File: config.mk
export PLATFORM = sky130hd
export DESIGN_NAME = tdm_demux8x1
export DESIGN_NICKNAME = d
export VERILOG_FILES = /design/src/rtl/tdm_demux8x1.sv
export SDC_FILE = /design/constraint.sdc
export NUM_CORES = 1
export LEC_CHECK = 0
export CORE_MARGIN = 2
export CORE_UTILIZATION = 45
export CTS_BUF_LIST = sky130_fd_sc_hd__clkbuf_8
export DETAILED_ROUTE_END_ITERATION = 16
export GPL_TIMING_DRIVEN = 0
export PLACE_DENSITY = 0.82
export SLEW_MARGIN = 10
export SYNTH_ARGS = -nofsm -noshare
export SYNTH_HDL_FRONTEND = slang
export SYNTH_SLANG_ARGS = --single-unit
File: constraint.sdc
create_clock -name clk -period 3.1 [get_ports clk]
set_input_delay 0.62 -clock clk [delete_from_list [all_inputs] [get_ports clk]]
set_output_delay 0.62 -clock clk [all_outputs]
set_load 0.05 [all_outputs]
File: src/rtl/tdm_demux8x1.sv
// Receive side of the 8:1 TDM link.
// Tracks slot index, collects 8 beats, emits a parallel word.
module tdm_demux8x1 #(
  parameter int W = 1
) (
  input  logic         clk,
  input  logic         rst,
  input  logic [W-1:0] din,
  input  logic         din_valid,
  input  logic         frame_start,
  output logic [W-1:0] y0,
  output logic [W-1:0] y1,
  output logic [W-1:0] y2,
  output logic [W-1:0] y3,
  output logic [W-1:0] y4,
  output logic [W-1:0] y5,
  output logic [W-1:0] y6,
  output logic [W-1:0] y7,
  output logic         word_valid,
  output logic [2:0]   slot,
  output logic         locked,
  output logic         sync_err
);

  typedef enum logic {
    HUNT = 1'b0,
    SYNC = 1'b1
  } state_t;

  state_t       state;
  state_t       state_nx;
  logic [2:0]   slot_nx;
  logic         wr;
  logic [2:0]   wr_idx;
  logic         done;
  logic         err_nx;
  logic         early;
  logic         missing;
  logic [W-1:0] shadow [7];
  logic [W-1:0] lane [8];

  always_ff @(posedge clk) begin
    if (rst) begin
      state <= HUNT;
      slot  <= 3'd0;
    end else begin
      state <= state_nx;
      slot  <= slot_nx;
    end
  end

  assign early   = frame_start && (slot != 3'd0);
  assign missing = !frame_start && (slot == 3'd0);

  always_comb begin
    state_nx = state;
    slot_nx  = slot;
    wr       = 1'b0;
    wr_idx   = slot;
    done     = 1'b0;
    err_nx   = 1'b0;
    if (din_valid) begin
      unique case (state)
        HUNT: begin
          if (frame_start) begin
            state_nx = SYNC;
            slot_nx  = 3'd1;
            wr       = 1'b1;
            wr_idx   = 3'd0;
          end
        end
        SYNC: begin
          unique case (1'b1)
            early: begin
              // restart the frame on this marker
              err_nx  = 1'b1;
              wr      = 1'b1;
              wr_idx  = 3'd0;
              slot_nx = 3'd1;
            end
            missing: begin
              err_nx   = 1'b1;
              state_nx = HUNT;
              slot_nx  = 3'd0;
            end
            default: begin
              wr      = 1'b1;
              slot_nx = slot + 3'd1;
              done    = (slot == 3'd7);
            end
          endcase
        end
        default: state_nx = HUNT;
      endcase
    end
  end

  always_comb begin
    locked = (state == SYNC);
  end

  always_ff @(posedge clk) begin
    if (rst) begin
      for (int i = 0; i < 7; i++) shadow[i] <= '0;
    end else if (wr && (wr_idx != 3'd7)) begin
      shadow[wr_idx] <= din;
    end
  end

  // slot 7 goes straight from din into the lane register
  always_ff @(posedge clk) begin
    if (rst) begin
      for (int i = 0; i < 8; i++) lane[i] <= '0;
      word_valid <= 1'b0;
      sync_err   <= 1'b0;
    end else begin
      word_valid <= done;
      sync_err   <= err_nx;
      if (done) begin
        for (int i = 0; i < 7; i++) lane[i] <= shadow[i];
        lane[7] <= din;
      end
    end
  end

  assign y0 = lane[0];
  assign y1 = lane[1];
  assign y2 = lane[2];
  assign y3 = lane[3];
  assign y4 = lane[4];
  assign y5 = lane[5];
  assign y6 = lane[6];
  assign y7 = lane[7];

endmodule

# Yosys cells after proc, flatten, opt, wreduce, memory -nomap -nowiden

Memories as Yosys holds them, arrays and structs flattened.
Index checks and enable logic that the tools add are counted.

Register bits after elaboration: 6
Bits in writable memories: 15
Memories kept: 2
Word-level logic and storage cells: 64
Output and inout bits: 14
Input bits: 5

Memory list:

| name   | depth | bits a word | rd ports | clocked after Yosys merged registers in | write ports | RTL line | RTL |
|---|---|---|---|---|---|---|---|
| lane   | 8     | 1           | 8        | 0                                       | 8           | 40       | `logic [W-1:0] lane [8];` |
| shadow | 7     | 1           | 7        | 0                                       | 7           | 39       | `logic [W-1:0] shadow [7];` |

Muxes and demuxes: 34
Reductions and logical operators: 10
Equal/unequal tests: 3
Bitwise logic cells: 10
Add/subtract/negate cells: 1

Operators by type and width:

| operator            | number |
|---|---|
| $mux 1              | 25 |
| $pmux 3 s2          | 3 |
| $mux 3              | 5 |
| $or 1x1->1          | 8 |
| $add 3x1->3 const B | 1 |
| $eq 3x3->1 const B  | 1 |
| $logic_and 1x1->1   | 3 |
| $logic_not 3->1     | 1 |
| $ne 3x3->1 const B  | 1 |
| $reduce_bool 3->1   | 1 |
| $reduce_or 3->1     | 1 |
| $ne 2x2->1 const B  | 1 |
| $not 1->1           | 2 |
| $pmux 1 s2          | 1 |
| $reduce_and 2->1    | 1 |
| $reduce_or 2->1     | 1 |
| $logic_not 1->1     | 1 |
| $reduce_or 1->1     | 1 |

# Depth between registers and ports, before layout

Depth after elaboration: 12
Mapped depth: 8
Gate-level depth less buffers: 8

# Worst setup path after synthesis

Ideal clock, no wire load.

Path kind: register to register
Start point: reg slot[0]
End point: mem lane[0][0], enable pin
Data arrival time: 2.043 ns
Path buffers: 0
Setup time: 0.329 ns
Slack: 0.729 ns
Cell stages (with the launch flop): 9
Data required time: 2.771 ns
Period minus slack after synthesis: 2.371 ns
Cells stage by stage: dfxtp_1 > inv_1 > ha_1 > nand2b_1 > inv_1 > ha_1 > and3_2 > nand2_1 > nand2_1

RTL lines:

| what                   | RTL line | RTL |
|---|---|---|
| start, declared        | 20       | `output logic [2:0] slot,` |
| start signal, assigned | 48       | `slot <= slot_nx;` |
| end, declared          | 40       |  |

==> metrics.txt <==
wire per inst=13.3 um; CTS sink cnt=21; RR Endpoint=lane[1][1]; cells after synthesis=roughly 90; Worst Path Arrival=2210 ps; end of the worst hold path=lane[1][0]; Reg area=561 um^2; CP Capture Type=flop; Pwr Density=roughly 460 nW/um^2; skew final=roughly 5.8 ps; Synth Register Bits=21; synthesized area=between 900 and 1000 um^2; Fin. Hold Viols=0; Req. time, crit path=3020 ps; setup_tns=0 ps; root buf cell=clkbuf_8; post-synth net total=approximately 100; asr flop ratio synth=0%; PostCTS Resize Cnt=0; count of final max-slew check failures=0; die width=50.9 um; initial antenna violation count=0; final antenna-violating net count=0; worst hold stages=1; ys flop type=edfxtp_1; fin util=just over 60%; vias in the first global route=just over 700; worst slew pin tran=between 600 and 700 ps; die outline area=~2600 um^2; largest net degree at the start of global routing=12; Congestion Overflow GR=0; reg2reg setup slack=820 ps; Starting Density=48.9%; drt first pass iters=4; synth warn=0; Synth top area share=around 42%; CTS tree=done; cts bufs inserted=3; H-tree levels=1; commonest non-fill, non-tap cell in the layout=clkdlybuf4s50_1; multi-input logic area=402 um^2; Slew headroom=59.4%; PortBufs=17; die height=slightly above 50 um; clock insertion delay at the later pin of the skew report=roughly 260 ps; crit-path max FO=8; Worst VDD drop=0.000293 V; final setup fails=0; Syn Area/Cell=about 11 um^2; Yosys top cell by area=edfxtp_1; Tmin final=about 2300 ps; startpoint types=flop; RR Startpoint=slot[0]; Hold WS=around 520 ps; Core Box Area=approximately 2000 um^2; synth unique cells=26; I/O pins=19; nets@finish=about 120; sequential area share after synthesis=a little under three fifths; P_leak=around 0.46 nW; Post-Layout Cell Count=approximately 140; CTS Hold Bufs=0; post-CTS setup buffers=0; WS Path Type=flop to flop; 1st-iter DRT viols=34; Vias per Instance=5.45; R2R depth=8; EDFF count, synth=14; commonest non-fill, non-tap cells in the layout=clkdlybuf4s50_1 (17), edfxtp_1 (14), nand2_1 (8); Hold Crit Class=flop to flop; HPWL Detailed=1350 um; Vias=~760; Total Wirelength=roughly 1800 um; Hold Path Origin=shadow[4]; Post-route DRC=0; Max Cap Violations=0; Clock transition at path regs=~80 ps; Tot GR Track Use=15.3%; routability congestion estimate=between 0.8 and 0.9; Fmax=roughly 440 MHz; share of cells above drive strength 1=8.93%; placed insts=roughly 140; # rows=16; filler instances=roughly 160; maximum clock path buffer count=2; result of the run=finished, final reports clean; RSZ-0062 raised after global routing=no; global-route wire length before repair=between 2000 and 3000 um; ranking of synthesized cells by area=edfxtp_1 (42%), dfxtp_1 (14%), ha_1 (6.3%); Tcrit/Tclk final=between 70% and 80%; ant diodes=0; Layout Area Growth over Synthesis=25.2%
## through the flow
stage | setup slack (ps) | power [mW] | area, um^2
finish | 816 | 0.572 | 1240
global placement | 644 | 0.399 | 1190
CTS | 826 | 0.569 | 1240
detailed placement | 591 | 0.402 | 1190
floorplan | 729 | 0.375 | 990
global route | 670 | 0.585 | 1240
## metal layers
layer / GRT usage, % / vias up / share of wire (%)
met1: 14.8 / 352 / 40
met2: 31.4 / 32 / 54
met5: 0 / - / 0
met4: 7.21 / 0 / 1.1
li1: - / 369 / -
met3: 1.75 / 4 / 4.4
## worst max-delay path by stage
stage | start | slack, ps | end | depth (start not counted)
final | slot[0] | 820 | lane[1][1] | 8
after global routing | slot[0] | 670 | lane[0][3] | 8
after CTS | slot[0] | 830 | lane[1][1] | 8
after detailed placement | frame_start | 590 | lane[1][1] | 6
after global placement | frame_start | 640 | lane[1][0] | 6
after floorplan | slot[0] | 730 | lane[0][0] | 8
## sequential cells by signal (all words and copies together) (netlist names)
name / cells
lane: 8
sync_err: 1
slot: 3
shadow: 7
locked: 1
word_valid: 1
## power by group
group	switching (mW)	total (mW)	internal [mW]
registers	0.00708	0.315	0.308
logic	0.0540	0.0819	0.0279
clock network	0.0864	0.175	0.0882
total	0.147	0.572	0.424
## critical path: stages (launching register included)
cell,delay (ps)
dfxtp_1,480
inv_1,170
ha_1,230
nand2b_1,100
inv_1,50
ha_1,340
and3_2,220
nand2_1,60
nand2_1,290
## cell families after synthesis
| family | synth area share [%] |
|---|---|
| fa+ha+maj | 6.32 |
| simple gates | 22.5 |
| mux | 2.65 |
| compound gates | 9.10 |
| buf+inv | 2.78 |
| flops | 56.6 |
## cell type report
type | instances | area share [%]
buffer | 1 | 0.404
multi-input combinational | 63 | 32.4
inverter | 6 | 1.82
sequential | 21 | 45.3
timing repair buffer | 17 | 13.7
tap | 27 | 2.73
clock buffer | 3 | 3.33
clock inverter | 1 | 0.303
## cell usage after synthesis, drive strengths merged, types with 3 or more instances
master,n
a21oi,5
and2,6
dfxtp,7
edfxtp,14
ha,5
inv,6
nand2,8
nand2b,3
nor2,6
nor3,8
o21ai,7
Note: power is estimated with default switching activity, not from simulation.
